[src/rtl/agc_pkg.sv]
// Shared constants and state encoding for the AGC gain-update path.
package agc_pkg;

  // Q-format bookkeeping: level arrives as Q.32, is worked on as Q.18,
  // gain is unsigned Q2.16.
  localparam int Q_LEVEL_FRAC = 32;
  localparam int Q_WORK_FRAC  = 18;
  localparam int Q_GAIN_FRAC  = 16;
  localparam int FRAC_SHIFT   = Q_LEVEL_FRAC - Q_WORK_FRAC;

  localparam int GAIN_UNITY   = 65536;

  localparam int AGC_IWIDTH       = 48;
  localparam int AGC_LWIDTH       = 27;
  localparam int AGC_GWIDTH       = 18;
  localparam int AGC_TARGET       = 65536;
  localparam int AGC_DEADBAND     = 256;
  localparam int AGC_ATTACK_SHIFT = 2;
  localparam int AGC_DECAY_SHIFT  = 6;
  localparam int AGC_HOLD_LEN     = 16;
  localparam int AGC_GAIN_INIT    = GAIN_UNITY;
  localparam int AGC_GAIN_MIN     = 1024;
  localparam int AGC_GAIN_MAX     = 262143;

  typedef enum logic [2:0] {
    AGC_IDLE   = 3'd0,
    AGC_LOCK   = 3'd1,
    AGC_ATTACK = 3'd2,
    AGC_HOLD   = 3'd3,
    AGC_DECAY  = 3'd4
  } agc_state_e;

endpackage

[src/rtl/agc_level_sat.sv]
// First pipeline stage: rescale the averaged level to Q.18, saturate it to
// the non-negative working range and register the error against target.
module agc_level_sat
  import agc_pkg::*;
#(
  parameter int IWIDTH     = AGC_IWIDTH,
  parameter int FSHIFT     = FRAC_SHIFT,
  parameter int LWIDTH     = AGC_LWIDTH,
  parameter int TARGET     = AGC_TARGET
) (
  input  logic                     clk,
  input  logic                     reset,
  input  logic [IWIDTH-1:0]        ema_level,
  input  logic                     ema_valid,
  input  logic                     freeze,
  output logic signed [LWIDTH:0]   err,
  output logic                     err_valid,
  output logic                     err_freeze
);

  localparam logic signed [LWIDTH:0] TARGET_W = (LWIDTH+1)'(TARGET);

  logic signed [IWIDTH-1:0] shifted;
  logic [LWIDTH-1:0]        level;
  logic signed [LWIDTH:0]   err_next;

  // Shift to Q.18, clamp negatives to zero and oversize values to full scale.
  always_comb begin
    shifted = $signed(ema_level) >>> FSHIFT;
    if (shifted[IWIDTH-1]) begin
      level = '0;
    end else if (|shifted[IWIDTH-1:LWIDTH]) begin
      level = '1;
    end else begin
      level = shifted[LWIDTH-1:0];
    end
    err_next = TARGET_W - $signed({1'b0, level});
  end

  // Register the error; freeze travels with its sample so it applies to that update.
  always_ff @(posedge clk) begin
    if (reset) begin
      err        <= '0;
      err_valid  <= 1'b0;
      err_freeze <= 1'b0;
    end else begin
      err_valid <= ema_valid;
      if (ema_valid) begin
        err        <= err_next;
        err_freeze <= freeze;
      end
    end
  end

endmodule

[src/rtl/agc_gain_update.sv]
// AGC gain update: attack/hold/decay control of the multiplier gain word.
//
// state  | meaning
// IDLE   | no update since reset
// LOCK   | error inside deadband, gain held
// ATTACK | level above target, gain stepped down, hold reloaded
// HOLD   | level below target but still inside post-attack hold
// DECAY  | level below target, gain stepped up slowly
module agc_gain_update
  import agc_pkg::*;
#(
  parameter int IWIDTH       = AGC_IWIDTH,
  parameter int FSHIFT       = FRAC_SHIFT,
  parameter int LWIDTH       = AGC_LWIDTH,
  parameter int GWIDTH       = AGC_GWIDTH,
  parameter int TARGET       = AGC_TARGET,
  parameter int DEADBAND     = AGC_DEADBAND,
  parameter int ATTACK_SHIFT = AGC_ATTACK_SHIFT,
  parameter int DECAY_SHIFT  = AGC_DECAY_SHIFT,
  parameter int HOLD_LEN     = AGC_HOLD_LEN,
  parameter int GAIN_INIT    = AGC_GAIN_INIT,
  parameter int GAIN_MIN     = AGC_GAIN_MIN,
  parameter int GAIN_MAX     = AGC_GAIN_MAX
) (
  input  logic              clk,
  input  logic              reset,
  input  logic [IWIDTH-1:0] ema_level,
  input  logic              ema_valid,
  input  logic              freeze,
  output logic [GWIDTH-1:0] gain_out,
  output logic              gain_valid,
  output logic [2:0]        agc_state
);

  localparam int SWIDTH = GWIDTH + LWIDTH + 2;
  localparam int HWIDTH = $clog2(HOLD_LEN + 1);

  localparam logic signed [LWIDTH:0]   DB_P   = (LWIDTH+1)'(DEADBAND);
  localparam logic signed [LWIDTH:0]   DB_N   = -DB_P;
  localparam logic signed [SWIDTH-1:0] GMIN_S = SWIDTH'(GAIN_MIN);
  localparam logic signed [SWIDTH-1:0] GMAX_S = SWIDTH'(GAIN_MAX);

  logic signed [LWIDTH:0]   err;
  logic                     err_valid;
  logic                     err_freeze;

  agc_state_e               state_q, state_d;
  logic [GWIDTH-1:0]        gain_q, gain_d;
  logic [HWIDTH-1:0]        hold_q, hold_d;
  logic                     gvalid_q;
  logic signed [LWIDTH:0]   step;
  logic signed [SWIDTH-1:0] sum;
  logic                     do_step;

  agc_level_sat #(
    .IWIDTH (IWIDTH),
    .FSHIFT (FSHIFT),
    .LWIDTH (LWIDTH),
    .TARGET (TARGET)
  ) u_level_sat (
    .clk        (clk),
    .reset      (reset),
    .ema_level  (ema_level),
    .ema_valid  (ema_valid),
    .freeze     (freeze),
    .err        (err),
    .err_valid  (err_valid),
    .err_freeze (err_freeze)
  );

  // Decide the next state, hold count and gain from the registered error.
  always_comb begin
    state_d = state_q;
    hold_d  = hold_q;
    step    = '0;
    do_step = 1'b0;
    if (err_valid && !err_freeze) begin
      if (err >= DB_N && err <= DB_P) begin
        state_d = AGC_LOCK;
      end else if (err < DB_N) begin
        state_d = AGC_ATTACK;
        step    = err >>> ATTACK_SHIFT;
        do_step = 1'b1;
        hold_d  = HWIDTH'(HOLD_LEN);
      end else if (hold_q != '0) begin
        state_d = AGC_HOLD;
        hold_d  = hold_q - HWIDTH'(1);
      end else begin
        state_d = AGC_DECAY;
        step    = err >>> DECAY_SHIFT;
        do_step = 1'b1;
      end
    end

    // Wide signed sum so neither a large step nor the clamp can wrap.
    sum = $signed({{(SWIDTH-GWIDTH){1'b0}}, gain_q})
        + $signed({{(SWIDTH-LWIDTH-1){step[LWIDTH]}}, step});
    gain_d = gain_q;
    if (do_step) begin
      if (sum < GMIN_S) begin
        gain_d = GWIDTH'(GAIN_MIN);
      end else if (sum > GMAX_S) begin
        gain_d = GWIDTH'(GAIN_MAX);
      end else begin
        gain_d = sum[GWIDTH-1:0];
      end
    end
  end

  // State, hold counter, gain and refresh strobe registers.
  always_ff @(posedge clk) begin
    if (reset) begin
      state_q  <= AGC_IDLE;
      hold_q   <= '0;
      gain_q   <= GWIDTH'(GAIN_INIT);
      gvalid_q <= 1'b0;
    end else begin
      state_q  <= state_d;
      hold_q   <= hold_d;
      gain_q   <= gain_d;
      gvalid_q <= err_valid;
    end
  end

  assign gain_out   = gain_q;
  assign gain_valid = gvalid_q;
  assign agc_state  = state_q;

endmodule

[config.mk]
export PLATFORM = sky130hd
export DESIGN_NAME = agc_gain_update
export DESIGN_NICKNAME = d
export VERILOG_FILES = /design/src/rtl/agc_pkg.sv /design/src/rtl/agc_level_sat.sv /design/src/rtl/agc_gain_update.sv
export SDC_FILE = /design/constraint.sdc
export NUM_CORES = 1
export LEC_CHECK = 0
export CAP_MARGIN = 20
export CORE_ASPECT_RATIO = 1.25
export CORE_MARGIN = 4
export CORE_UTILIZATION = 40
export CTS_BUF_LIST = sky130_fd_sc_hd__clkbuf_8
export DETAILED_ROUTE_END_ITERATION = 12
export SLEW_MARGIN = 5
export SYNTH_ARGS = -nofsm -noshare
export SYNTH_HDL_FRONTEND = slang
export SYNTH_SLANG_ARGS = --single-unit
[constraint.sdc]
create_clock -name clk -period 12.9 [get_ports clk]
set_clock_uncertainty 0.2 [all_clocks]
set_input_delay 1.935 -clock clk [delete_from_list [all_inputs] [get_ports clk]]
set_output_delay 1.935 -clock clk [all_outputs]
set_load 0.05 [all_outputs]
# [Word level (Yosys, flattened, before mapping)]
# Index checks and enable logic that the tools add are counted.
[op_classes] bitwise=1 n_mux=17 n_lt_le_gt_ge=5 reduce_logical=7 add_sub_neg=3
[op_table] operator="28-bit two-way mux" n=4
[op_table] operator="27-bit two-way mux" n=2
[op_table] operator="18-bit two-way mux" n=2
[op_table] operator="19-bit by 28-bit adder with 29-bit output" n=1
[op_table] operator="29-bit by 19-bit > comparator with 1-bit output, second input constant" n=1
[op_table] operator="29-bit by 12-bit < comparator with 1-bit output, second input constant" n=1
[op_table] operator="28-bit by 9-bit >= comparator with 1-bit output, second input constant" n=1
[op_table] operator="28-bit by 10-bit <= comparator with 1-bit output, second input constant" n=1
[op_table] operator="28-bit by 9-bit < comparator with 1-bit output, second input constant" n=1
[op_table] operator="17-bit by 27-bit subtractor with 28-bit output, first input constant" n=1
[op_table] operator="5-bit two-way mux" n=2
[op_table] operator="3-bit two-way mux" n=3
[op_table] operator="7-bit OR reduction" n=1
[op_table] operator="5-bit nonzero test" n=1
[op_table] operator="5-bit by 1-bit subtractor with 5-bit output, second input constant" n=1
[op_table] operator="1-bit two-way mux" n=4
[op_table] operator="3-bit AND reduction" n=1
[op_table] operator="1-bit logical AND" n=2
[op_table] operator="2-bit nonzero test" n=1
[op_table] operator="1-bit zero test" n=1
[op_table] operator="1-bit inverter" n=1
[totals] regBits=57 out_inout_bits=22 in_bits=52 wordCells=40

# [Longest topological paths before layout]
# Gate-level depths: netlist of run 1.
[depth] depth_word=9 depth_mapped=23 mapped_depth_nobuf=18

# [By module]
# From an unflattened synthesis of run 1, not the netlist that was laid out.
[hier_totals] cells_unflattened=572 area_unflattened_um2=4633.2
[by_module_without_submodules] mod="agc_gain_update" n_inst=1 area_per_inst_um2=2590.0 seq_area_each_um2=540.5 cells_per_inst=299
[by_module_without_submodules] mod="agc_level_sat" n_inst=1 area_per_inst_um2=2043.2 seq_area_each_um2=600.6 cells_per_inst=273

# [Worst setup path after synthesis of run 1]
# No wires, ideal clock.
[synth_timing] path_kind="in2reg" startpoint="input ema_level[44]" endpoint="register u_level_sat.err[24]" arrival_time_ns=4.874 t_required_ns=12.630 slack_ns=7.755 n_path_buf=1 setup_time_ns=0.070 cell_stages=12 path_cell_list="nor4_2 -> nand2_1 -> clkbuf_1 -> o21ai_0 -> ha_1 -> nand3_1 -> or4_1 -> a211o_1 -> a2111oi_2 -> xnor2_1 -> nand3_1 -> a21oi_1"
[synth_via] elab_chain_cells=4
[synth_rtl] element="from (decl)" line="agc_gain_update.sv:27" source="input logic [IWIDTH-1:0] ema_level,"
[synth_rtl] element="7-bit OR reduction" line="agc_level_sat.sv:32" source="end else if (|shifted[IWIDTH-1:LWIDTH]) begin"
[synth_rtl] element="27-bit two-way mux" line="agc_level_sat.sv:32"
[synth_rtl] element="27-bit two-way mux" line="agc_level_sat.sv:30" source="if (shifted[IWIDTH-1]) begin"
[synth_rtl] element="17-bit by 27-bit subtractor with 28-bit output" line="agc_level_sat.sv:37" source="err_next = TARGET_W - $signed({1'b0, level});"
[synth_rtl] element="to (signal assigned)" line="agc_level_sat.sv:49" source="err <= err_next;"
[synth_rtl] element="to (decl)" line="agc_level_sat.sv:16" source="output logic signed [LWIDTH:0] err,"
# No other way between the ends.
# A chain may end at the register's enable or synchronous reset.

# [Worst setup path after layout of run 1]
[layout_timing] startpoint="input ema_level[44]" endpoint="register u_level_sat.err[20]"
# The elaborated chain is that of the path after synthesis.

==> results by stage, run 1 <==
Drt:
- For this block, the routed nets add up to 11,700 um of wire.
- In the routed layout, each cell is associated on average with a via count of 5.71.
- The wire length per cell is approximately 15 um.
- In the routed design, unresolved DRC markers number 0.
- The pre-antenna-repair detailed-routing pass consisted of 4 iterations.
- The post-route antenna net violation count is 0.
- The routed via count is 4,353.
- The detailed router finished its first iteration with 204 violations.

Timing:
- Setup repair after global routing left no endpoint under its margin.
- Static timing analysis puts the maximum clock frequency at 176 MHz.
- In this run the tightest slew margin relative to its limit is 0.472.
- Setup violations remaining at the end of the flow were counted as 0.
- On the final layout, the worst hold slack is 0.264 ns.
- The number of failing hold endpoints at the final stage is 0.
- Counting I/O delays and the setup requirement, the final critical path takes ~5.7 ns.
- The actual slew at the worst max-slew pin is 0.793 ns.
- After routing, the total negative slack on setup checks comes to 0 ns.
- The final max-slew violation count came to 0.
- Of the available clock period, the critical path in the final layout requires 0.439.

Logic synthesis:
- The average instance in the mapped netlist occupies 7.64 sq um.
- After synthesis, the netlist uses 69 different library cells.
- The total number of yosys warnings is 0.
- By count the netlist is led by sky130_fd_sc_hd__nor2_1 (72), sky130_fd_sc_hd__dfxtp_1 (57), sky130_fd_sc_hd__a21oi_1 (49).
- The post-synth net total is ~660.
- The post-synthesis sequential area ratio is 0.255.
- Synthesis produced 585 cells.
- In this run the cell area of the synthesized design comes to ~4500 sq um.
- After synthesis the netlist holds a flip-flop and latch count of 57.
- For this run, asynchronously set or reset flops after synthesis account for 0.
- Of all cell types, the one taking the most synthesized area is sky130_fd_sc_hd__dfxtp_1.
- In the synthesized netlist the dominant register cell turns out to be sky130_fd_sc_hd__dfxtp_1.
- The most common cell in the synthesized netlist is sky130_fd_sc_hd__nor2_1.
- The number of synthesized flops with an enable pin is 0.
- By area the synthesized netlist is led by sky130_fd_sc_hd__dfxtp_1 (26%), sky130_fd_sc_hd__a22o_1 (6.5%), sky130_fd_sc_hd__nor2_1 (6.0%).
- The fraction of post-synthesis cell area in the top cell type by area is 0.255.

Worst setup path:
- The maximum fanout encountered on the critical timing path is 17.
- The type of origin of the critical path is an input pin.
- The critical path is of the in -> reg type.
- The worst endpoint required time is 12.99 ns.
- The worst setup path is captured at a flip-flop.
- The arrival time of data at the critical path endpoint is between 5 and 6 ns.

Finish:
- The number of diodes added for antenna fixing is 0.
- For this run, the post-layout net count is 698.
- The layout-stage area growth over the synthesis result is 19.2%.
- The fraction of the core area covered by cells at the end of the flow is 0.495.
- The share of layout cells above drive strength 1 is 0.0683.

Die:
- The floorplan step defined a core boundary enclosing roughly 11,000 sq um.
- The number of placed I/O pins is 74.
- The die covers 12,900 sq um.
- The die span in y is 126 um.
- The placement row count is 42.
- For this configuration, the core starts out at a cell density of 0.415.
- The die is 103 um wide.

Global route:
- The initial antenna violation count is 0.
- The first-pass GRT wire length is approximately 20,000 um.
- The number of global-route vias before repair is roughly 4,200.
- The total overflow reported by the global router is 0.
- The largest net degree at the start of global routing is 49.
- For this run, the total global-route usage over all layers was measured as 0.187.

Clock network:
- In this run the post-CTS setup repair buffer count came out at 0.
- The clock latency of the later-clocked register in the worst-skew pair is 0.36 ns.
- The total clock buffers created by CTS is 9.
- The tree is rooted in a sky130_fd_sc_hd__clkbuf_8.
- The number of hold buffers added after CTS was 0.
- Clock-pin slew was measured on the worst setup and hold paths at 0.07 ns.
- The H-tree generated during clock tree synthesis spans 3 levels.
- Post-CTS repair changed the size of 0 cells.
- TritonCTS built the clock tree.
- The clock net in this run drives a total of 57 sinks.
- No sink is reached through more buffers than the 2 on the longest clock path.

Placed design:
- The HPWL after detailed placement is 9010 um.
- The global placement routability congestion is 0.919.
- The port buffer count is between 50 and 60.

Power and ir drop:
- The standby leakage power is 2.03 nW.
- Across the VDD grid, the largest voltage drop is roughly 0.000041 V.
- The total power density per cell area is 87.4 nW/um^2.

Worst hold path:
- The classification of the worst-slack hold path is reg -> reg.

Status:
- The flow ran to the end, and the final reports show no timing, DRC or antenna violations.

Job:
- The tool flagged a number of max-cap violations equal to 0.
logic make-up after synthesis:
family                   share of synthesized area
AO/OA/AOI/OAI                                0.270
XOR/XNOR                                    0.0647
adder cells (fa/ha/maj)                     0.0605
buffers and inverters                       0.0493
flip-flops                                   0.255
multiplexers                                0.0283
AND/OR/NAND/NOR                              0.272
cells in the final DEF (no fill, tap or decap), types with 4 or more instances in the layout:
cell type,instances
sky130_fd_sc_hd__nand2_1,37
sky130_fd_sc_hd__clkbuf_8,12
sky130_fd_sc_hd__buf_4,7
sky130_fd_sc_hd__ha_1,20
sky130_fd_sc_hd__and4_1,4
sky130_fd_sc_hd__o21bai_1,5
sky130_fd_sc_hd__nand4_1,6
sky130_fd_sc_hd__nand3_1,39
sky130_fd_sc_hd__nand2b_1,12
sky130_fd_sc_hd__nor4_1,12
sky130_fd_sc_hd__clkdlybuf4s50_1,59
sky130_fd_sc_hd__mux2i_1,10
sky130_fd_sc_hd__nor3_1,17
sky130_fd_sc_hd__a22o_1,33
sky130_fd_sc_hd__and3_1,6
sky130_fd_sc_hd__xor2_1,14
sky130_fd_sc_hd__inv_1,15
sky130_fd_sc_hd__nor2b_1,7
sky130_fd_sc_hd__a21o_1,5
sky130_fd_sc_hd__dfxtp_1,57
sky130_fd_sc_hd__xnor2_1,19
sky130_fd_sc_hd__nor2_1,72
sky130_fd_sc_hd__a21boi_0,4
sky130_fd_sc_hd__a21oi_1,49
sky130_fd_sc_hd__or3_1,6
sky130_fd_sc_hd__o21ai_0,23
sky130_fd_sc_hd__nand3b_1,4
sky130_fd_sc_hd__o32ai_1,4
sky130_fd_sc_hd__a211oi_1,7
sky130_fd_sc_hd__o211ai_1,6
metal layers:
metal | routed length (um) | vias up | global-route usage | part of all wire
li1 | - | 2249 | - | -
met1 | 5470 | 2003 | 0.242 | 0.47
met2 | 5550 | 85 | 0.309 | 0.47
met3 | 465 | 16 | 0.0393 | 0.040
met4 | 215 | 0 | 0.0571 | 0.018
met5 | 0 | - | 0 | 0
power by group:
group	internal (mW)	switching, mW
clock	0.105	0.0766
combinational	0.0402	0.0536
sequential	0.183	0.00754
total	0.328	0.138
flip-flops by register name (all words and copies together), names as in the netlist:
name and flops:
u_level_sat.err_valid 1, gain_out 18, u_level_sat.err 28, u_level_sat.err_freeze 1, agc_state 3, hold_q 5, gain_valid 1
critical path, stage by stage:
cell and delay [ns]:
sky130_fd_sc_hd__clkdlybuf4s50_1 0.41, sky130_fd_sc_hd__nor4_2 0.39, sky130_fd_sc_hd__nand2_1 0.42, sky130_fd_sc_hd__o21ai_0 0.40, sky130_fd_sc_hd__ha_1 0.33, sky130_fd_sc_hd__nand3_1 0.24
sky130_fd_sc_hd__or4_1 0.56, sky130_fd_sc_hd__a211o_1 0.39, sky130_fd_sc_hd__nor4_1 0.25, sky130_fd_sc_hd__xnor2_1 0.17, sky130_fd_sc_hd__nand3_1 0.10, sky130_fd_sc_hd__a21oi_1 0.16
stage by stage:
step / setup WS, ns / total power [mW] / cell area, sq um / instances
5_1_grt: 6.81 / 0.490 / 5330 / 762
6_report: 7.23 / 0.466 / 5330 / 762
3_3_place_gp: 6.88 / 0.288 / 5110 / 746
2_1_floorplan: 7.76 / 0.255 / 4470 / 585
3_5_place_dp: 6.84 / 0.289 / 5110 / 746
4_1_cts: 7.23 / 0.471 / 5330 / 762
cell type report:
cell class | instances | area, sq um
clock inverter | 4 | 50.0
timing repair buffer | 66 | 643
clock buffer | 12 | 165
sequential | 57 | 1140
multi-input combinational | 476 | 3110
fill | 1110 | 5440
inverter | 15 | 56.3
tap | 132 | 165
path summary, 6_finish.rpt:
| path | from | end | slack (ns) | depth (start not counted) |
|---|---|---|---|---|
| worst max-delay path | ema_level[44] | u_level_sat.err[20] | 7.23 | 12 |
| worst min register to register | agc_state[1] | agc_state[1] | 0.26 | 2 |
| worst max register to register | u_level_sat.err[24] | gain_out[5] | 7.27 | 17 |
| worst min-delay path | agc_state[1] | agc_state[1] | 0.26 | 2 |
(Power assumes the default switching activity.)
==> inputs of run 2 (changes only) <==
--- a/config.mk
+++ b/config.mk
@@ -11,6 +11,7 @@
 export CORE_UTILIZATION = 40
 export CTS_BUF_LIST = sky130_fd_sc_hd__clkbuf_8
 export DETAILED_ROUTE_END_ITERATION = 12
+export PLACE_DENSITY = 0.65
 export SLEW_MARGIN = 5
 export SYNTH_ARGS = -nofsm -noshare
 export SYNTH_HDL_FRONTEND = slang
==> constraint.sdc (replaced) <==
create_clock -name clk -period 4.9 [get_ports clk]
set_clock_uncertainty 0.2 [all_clocks]
set_input_delay 0.735 -clock clk [delete_from_list [all_inputs] [get_ports clk]]
set_output_delay 0.735 -clock clk [all_outputs]
set_load 0.05 [all_outputs]
==> run 2 against run 1 <==
Net effect:
- hold slack got worse by 0.0020 ns
- count of clock-buffer cells in the layout shrank 2
- sequential power rose to 2.6 times the previous value
- global-route usage grew 1.2 points
- die area is the same
- non-clock buffer count grew 54
- clock power up 120%
- core utilization is 4.2 points higher
- wire length increased by 8.3%
==> results by stage, run 2 (synthesis results as in run 1) <==
Status:
- The run finished with clean final reports.

Worst hold path:
- The classification of the worst-slack hold path is reg -> reg.

Worst setup path:
- The combined buffer and inverter count along the critical path is 3 (+2).
- The cell type of the slowest stage on the worst timing path is sky130_fd_sc_hd__o41a_1.
- The maximum fanout encountered on the critical timing path is 23 (+6).
- Traced cell by cell, the critical path runs through buf_4 > nand4_1 > nor2_1 > a21bo_2 > nor2_1 > buf_12 > a22o_1 > ha_1 > a21oi_1 > o21ai_0 > and2_1 > nor3_2 > a21oi_2 > mux2_4 > a311oi_4 > buf_4 > nand2_2 > o41a_1.
- The worst endpoint required time was 4.93 ns (-8.06 ns).
- The family with the most delay on the worst path is compound AO/OA/AOI/OAI gates.
- The endpoint type of the worst setup path is a flip-flop.
- The arrival time of data at the critical path endpoint is 4.67 ns (-1.09 ns).
- The type of origin of the critical path is a flip-flop.
- The type of the worst setup path is reg -> reg.
- The largest stage delay on the critical path was 0.39 ns (-0.17 ns).

Clock network:
- The clock latency of the later-clocked register in the worst-skew pair came to 0.35 ns (about the same).
- The count of H-tree levels built during CTS is 3 (unchanged).
- The total clock buffers created by CTS is 9 (unchanged).
- The clock sink count is 57 (unchanged).
- The tree is rooted in a sky130_fd_sc_hd__clkbuf_8.
- TritonCTS built the clock tree.
- The clock-pin slew on the worst setup and hold paths is 0.07 ns (about the same).
- The number of buffers between clock root and the deepest sink is 2 (unchanged).

Global route:
- The first-pass GRT wire length is 21,200 um (+6.4%).
- The largest net degree at the start of global routing came to 49 (unchanged).
- The total overflow reported by the global router is 0 (unchanged).
- The initial antenna violation count is 0 (unchanged).
- The global router's overall resource usage is 0.199 (+0.0120).
- The number of global-route vias before repair came to 4,395 (+5.6%).

Die:
- The die span in x came to 103 um (unchanged).
- The initial cell density of the core is 0.415 (unchanged).
- The die span in y is 126 um (unchanged).
- The number of placed I/O pins came to 74 (unchanged).
- The core area was 10,800 sq um (unchanged).
- The placement row count is 42 (unchanged).
- The die area was 12,900 sq um (unchanged).

Job:
- The max-capacitance violation count was 0 (unchanged).

Power and ir drop:
- The power share of the clock group is 0.334 (-0.055).
- The largest voltage drop on the vdd net came to 0.000103 V (+150%).
- The standby leakage power is 2.31 nW (+14%).
- The total power after layout is 1.17 mW (+150%).
- The sequential share of power is 0.426 (+0.016).
- The total power density per cell area was 202 nW/um^2 (+130%).
- The fraction of power consumed by combinational cells came to 0.240 (+0.039).
- The cell-internal power is 0.802 mW (+140%).
- The net load switching power is 0.369 mW (+170%).
- The proportion of total power due to net switching is 0.315 (+0.0195).

Placed design:
- The post-place setup slack is -0.242 ns (-7.09 ns).
- The port buffer count is 59 (unchanged).
- The HPWL after detailed placement is 10000 um (+11%).
- The global placement routability congestion came to 0.867 (-5.7%).

Finish:
- The largest register by flop count is u_level_sat.err.
- The share of layout cells above drive strength 1 was 0.149 (+0.0809).
- The final layout net count is 752 (+7.7%).
- The commonest non-fill, non-tap cell in the layout is sky130_fd_sc_hd__nor2_1.
- The number of flip-flops under the largest register name is 28 (unchanged).
- The number of diodes added for antenna fixing was 0 (unchanged).
- The top cell types in the final layout, fill and taps aside, are sky130_fd_sc_hd__nor2_1 (72), sky130_fd_sc_hd__clkdlybuf4s50_1 (59), sky130_fd_sc_hd__buf_4 (58).
- Relative to the synthesized area, the layout overhead comes to 29.4%.

Drt:
- The number of vias per cell after detailed routing was 5.66 (-0.85%).
- The wire length per cell is 15.5 um (+1.1%).
- The routed via count is 4,622 (+6.2%).
- The DRC violation count after routing was 0 (unchanged).
- The post-route antenna net violation count is 0 (unchanged).
- The number of design-rule violations left by the first detailed-router iteration was 197 (-3.4%).
- The first-pass iteration count of the detailed router is 4 (unchanged).
- The total routed wirelength is 12,700 um (+8.3%).

Timing:
- The remaining max-slew budget at the tightest pin is 0.513 (+0.0410).
- The final max-slew violation count is 0 (unchanged).
- Dividing the final minimum period by the clock period gives 0.948.
- The number of failing hold endpoints at the final stage is 0 (unchanged).
- Setup repair after global routing left no endpoint under its margin.
- The final setup violation count was 0 (unchanged).
- The actual slew at the worst max-slew pin is 0.728 ns (-0.0642 ns).
- For this run, the top clock speed supported by timing is 215 MHz.
- After layout, the minimum clock period comes to ~4.6 ns.
- The smallest setup slack after layout is 0.254 ns (-6.98 ns).
[run 2: cell types whose count changed in the layout (fill, tap and decap cells not counted), sizes merged]
cell	change
bufinv	-1
inv	+1
clkbuf	-2
clkinvlp	-1
clkinv	+3
buf	+54
[run 2: metal layers]
metal | GRT usage | up-vias | wire [um] | share of wire
li1 | - | 2353 | - | -
met1 | 0.249 | 2158 | 5630 | 0.44
met2 | 0.344 | 96 | 6310 | 0.50
met3 | 0.0315 | 15 | 505 | 0.040
met4 | 0.0625 | 0 | 223 | 0.018
met5 | 0 | - | 0 | 0
[run 2: final timing paths]
path / from / endpoint / slack, ns / depth (start not counted)
worst max-delay path: u_level_sat.err[20] / gain_out[10] / 0.25 / 18
worst min register to register: agc_state[1] / agc_state[1] / 0.26 / 2
worst max register to register: u_level_sat.err[20] / gain_out[10] / 0.25 / 18
worst min-delay path: agc_state[1] / agc_state[1] / 0.26 / 2
[run 2: metrics by stage]
stage	utilization	hold slack (ns)	cell area, sq um	cells	TNS, ns
finish	0.537	0.262	5790	816	0
global route	0.537	0.292	5790	816	0
CTS	0.532	0.273	5730	815	0
detailed placement	0.514	0.261	5540	799	-2.56
global placement	0.514	0.244	5540	799	-0.717
floorplan	-	0.253	4470	585	0
[run 2: worst reg2reg max path, stage by stage, from the launching register on]
cell and delay [ns]:
sky130_fd_sc_hd__dfxtp_1 0.34, sky130_fd_sc_hd__buf_4 0.15, sky130_fd_sc_hd__nand4_1 0.10, sky130_fd_sc_hd__nor2_1 0.35, sky130_fd_sc_hd__a21bo_2 0.22, sky130_fd_sc_hd__nor2_1 0.11
sky130_fd_sc_hd__buf_12 0.19, sky130_fd_sc_hd__a22o_1 0.26, sky130_fd_sc_hd__ha_1 0.36, sky130_fd_sc_hd__a21oi_1 0.22, sky130_fd_sc_hd__o21ai_0 0.14, sky130_fd_sc_hd__and2_1 0.21
sky130_fd_sc_hd__nor3_2 0.27, sky130_fd_sc_hd__a21oi_2 0.11, sky130_fd_sc_hd__mux2_4 0.32, sky130_fd_sc_hd__a311oi_4 0.34, sky130_fd_sc_hd__buf_4 0.21, sky130_fd_sc_hd__nand2_2 0.04
sky130_fd_sc_hd__o41a_1 0.39
[run 2: final cells by class]
type | count | area [sq um]
fillers | 1003 | 4990
multi-input cells | 476 | 3170
flip-flops and latches | 57 | 1140
repair buffers | 120 | 1090
well taps | 132 | 165
clock buffers | 10 | 138
inverters | 15 | 56.3
clock inverters | 6 | 35.0
[run 2: power by group through the flow]
stage	clock [mW]	combinational, mW	sequential (mW)
5_1_grt	0.423	0.306	0.501
2_1_floorplan	0	0.140	0.531
4_1_cts	0.400	0.276	0.499
3_3_place_gp	0	0.268	0.509
6_report	0.391	0.281	0.499
3_5_place_dp	0	0.273	0.510
[run 2: timing repair]
| item | CTS | global route |
|---|---|---|
| hold buffers | 0 | 0 |
| resized for setup | 4 | 7 |
| pin swaps | 0 | 3 |
| cloned | 0 | 0 |
| setup buffers | 0 | 1 |
| setup endpoints to repair | 16 | 18 |
==> inputs of run 3 (changes only) <==
--- a/config.mk
+++ b/config.mk
@@ -7,9 +7,10 @@
 export LEC_CHECK = 0
 export CAP_MARGIN = 20
 export CORE_ASPECT_RATIO = 1.25
-export CORE_MARGIN = 4
+export CORE_MARGIN = 2
 export CORE_UTILIZATION = 40
 export CTS_BUF_LIST = sky130_fd_sc_hd__clkbuf_8
+export CTS_CLUSTER_DIAMETER = 60
 export DETAILED_ROUTE_END_ITERATION = 12
 export PLACE_DENSITY = 0.65
 export SLEW_MARGIN = 5
==> run 3 against run 2 <==
Net effect:
- first-iteration DRC count rose by 5.6%
- fmax fell by 1.5%
- sequential cell count did not move
- sequential power about the same
- largest power group is now the clock network
- critical endpoint is now gain_out[9]
- core utilization grew 0.51 points
- count of clock-buffer cells in the layout is 2 higher
- die area down 6.9%
- sequential share of layout area shrank 0.55 points
- register-to-register slack worse by 0.07 ns
==> results by stage, run 3 (synthesis results as in run 1) <==
Worst setup path:
- The launch instance of the worst register-to-register path is u_level_sat.err[25].
- The worst endpoint required time came to 4.94 ns (about the same).
- The endpoint type of the worst setup path is a flip-flop.
- The setup slack of the worst register-to-register path was 0.18 ns (-0.07 ns).
- STA classifies the critical path startpoint as a flip-flop.
- The critical path is of the reg -> reg type.
- The arrival time of data at the critical path endpoint is 4.76 ns (+0.09 ns).
- The worst reg2reg path depth is 18 (unchanged).
- The worst reg2reg path endpoint is gain_out[9].
- The maximum fanout encountered on the critical timing path is 15 (-35%).

Power and ir drop:
- The largest voltage drop on the vdd net is 0.000102 V (-0.40%).
- The standby leakage power was 2.38 nW (+2.8%).
- The total power density per cell area is 231 nW/um^2 (+14%).

Finish:
- The fraction of the core area covered by cells at the end of the flow is 0.542 (+0.00513).
- Leaving out fill and tap cells, the most frequent cell in the layout is sky130_fd_sc_hd__nor2_1.
- The share of layout cells above drive strength 1 came to 0.167 (+0.0180).
- The final instance area was 5950 sq um (+2.9%).
- The combined area of the multi-input logic cells is 3210 sq um (+1.3%).
- The layout-stage area growth over the synthesis result is 33.1%.
- The number of flip-flops under the largest register name was 28 (unchanged).
- u_level_sat.err holds more flip-flops than any other register.
- The number of diodes added for antenna fixing is 0 (unchanged).
- The sequential cell area in the final layout was 1140 sq um (unchanged).
- The layout filler cell count is 1,081 (+7.8%).
- Leaving out fill and tap cells, the most frequent cells in the layout are sky130_fd_sc_hd__nor2_1 (72), sky130_fd_sc_hd__buf_4 (62), sky130_fd_sc_hd__clkdlybuf4s50_1 (59).
- The final layout net count is 756 (+0.53%).

Clock network:
- The clock-pin slew on the worst setup and hold paths is 0.07 ns (about the same).
- The count of H-tree levels built during CTS was 3 (unchanged).
- TritonCTS built the clock tree.
- The cts-stage hold buffer count was 0 (unchanged).
- The clock sink count is 57 (unchanged).
- The number of buffers between clock root and the deepest sink is 2 (unchanged).
- The clock latency of the later-clocked register in the worst-skew pair is 0.36 ns (about the same).
- The total clock buffers created by CTS is 9 (unchanged).
- Clock tree synthesis selected as its root buffer the cell sky130_fd_sc_hd__clkbuf_8.

Timing:
- The highest clock rate was 212 MHz (-1.5%).
- The number of failing hold endpoints at the final stage came to 0 (unchanged).
- The final max-slew violation count was 0 (unchanged).
- The setup TNS is 0 ns (unchanged).
- The smallest setup slack after layout is 0.182 ns (-0.0713 ns).
- The worst hold-check slack is 0.274 ns (+0.0115 ns).
- The period utilization was 0.963 (+0.0146).
- The actual slew at the worst max-slew pin is 0.704 ns (-0.0243 ns).
- The final setup violation count is 0 (unchanged).
- The remaining max-slew budget at the tightest pin was 0.529 (+0.0163).
- The shortest clock period the worst path allows after layout is 4.72 ns (+0.0713 ns).

Drt:
- The post-route antenna net violation count is 0 (unchanged).
- The number of design-rule violations left by the first detailed-router iteration was 208 (+5.6%).
- The total routed wirelength is 12,600 um (-0.32%).
- The routed via count is 4,682 (+1.3%).
- The number of vias per cell after detailed routing came to 5.69 (+0.44%).
- The first-pass iteration count of the detailed router was 5 (+1).
- The DRC violation count after routing came to 0 (unchanged).
- The wire length per cell came to 15.3 um (-1.2%).

Die:
- The die area is 12,000 sq um (-6.9%).
- The initial cell density of the core is 0.407 (-0.00766).
- The die span in y was 122 um (-3.2%).
- The number of placed I/O pins is 74 (unchanged).
- The die span in x came to 98.6 um (-3.9%).
- The core area is 11,000 sq um (+1.9%).
- The placement row count is 43 (+2.4%).

Worst hold path:
- The tightest min-delay check is of the reg -> reg type.
- The startpoint of the tightest hold check path is agc_state[1].
- The worst-case hold path end point is agc_state[1].
- The hold-critical path depth is 2 (unchanged).

Global route:
- The global router's overall resource usage was 0.212 (+0.0127).
- The number of global-route vias before repair is 4,571 (+4.0%).
- The total overflow reported by the global router is 0 (unchanged).
- The first-pass GRT wire length was 21,100 um (-0.56%).
- The largest net degree at the start of global routing came to 49 (unchanged).
- The initial antenna violation count came to 0 (unchanged).

Job:
- The max-capacitance violation count is 0 (unchanged).

Status:
- The run finished with clean final reports.

Placed design:
- The HPWL after detailed placement came to 9680 um (-3.2%).
- The post-place setup slack is -0.0123 ns (+0.230 ns).
- The placed instance area is 5570 sq um (+0.61%).
- The port buffer count came to 59 (unchanged).
- The global placement routability congestion came to 0.927 (+6.9%).
[run 3: per-layer routing]
metal  vias to the layer above  GRT usage  wire, um  part of all wire
met5                         -          0         0                 0
met4                         0     0.0959       361             0.029
met3                        27     0.0361       488             0.039
met2                       122      0.369      6300              0.50
met1                      2164      0.254      5480              0.43
li1                       2369          -         -                 -
[run 3: worst max path at each step]
stage | end | startpoint | slack, ns | cells past startpoint
after floorplan | gain_out[10] | u_level_sat.err[24] | 0.07 | 20
after global routing | gain_out[9] | u_level_sat.err[24] | -0.06 | 20
final | gain_out[9] | u_level_sat.err[25] | 0.18 | 18
after global placement | gain_out[1] | u_level_sat.err[0] | 0.02 | 19
after detailed placement | gain_out[0] | u_level_sat.err[5] | -0.01 | 19
after CTS | gain_out[7] | u_level_sat.err[24] | 0.06 | 19
[run 3: area by class of cell]
cell class,count,share of cell area
Inverter,15,0.00946
Clock buffer,12,0.0277
Clock inverter,4,0.0164
Timing Repair Buffer,124,0.188
Tap cell,135,0.0284
Sequential cell,57,0.192
Multi-Input combinational cell,476,0.539
[run 3: critical path: stages, from the launching register on]
cell	delay (ns)
sky130_fd_sc_hd__dfxtp_1	0.39
sky130_fd_sc_hd__buf_4	0.18
sky130_fd_sc_hd__nand2_1	0.12
sky130_fd_sc_hd__nor4_4	0.31
sky130_fd_sc_hd__a21bo_2	0.18
sky130_fd_sc_hd__nor2_1	0.10
sky130_fd_sc_hd__buf_4	0.20
sky130_fd_sc_hd__a22o_1	0.27
sky130_fd_sc_hd__ha_1	0.40
sky130_fd_sc_hd__and4_4	0.29
sky130_fd_sc_hd__nand4_1	0.13
sky130_fd_sc_hd__o21bai_1	0.24
sky130_fd_sc_hd__a21oi_2	0.25
sky130_fd_sc_hd__mux2_4	0.33
sky130_fd_sc_hd__a311oi_4	0.33
sky130_fd_sc_hd__buf_4	0.21
sky130_fd_sc_hd__buf_12	0.14
sky130_fd_sc_hd__o211ai_1	0.11
sky130_fd_sc_hd__a22o_1	0.20
[run 3: power by group]
part	switching [mW]	leakage [nW]	total, mW	internal (mW)
Combinational	0.157	1.79	0.287	0.130
Clock	0.207	0.129	0.587	0.380
Sequential	0.0170	0.464	0.499	0.482
[run 3: stage by stage]
step	cells	power [mW]
global placement	806	0.780
detailed placement	806	0.786
floorplan	585	0.670
CTS	822	1.37
global route	823	1.43
finish	823	1.37
[run 3: timing repair]
item,in CTS,in global routing
pin swaps,0,3
gates resized for setup,3,16
endpoints found under the setup margin,10,18
buffers inserted,0,1
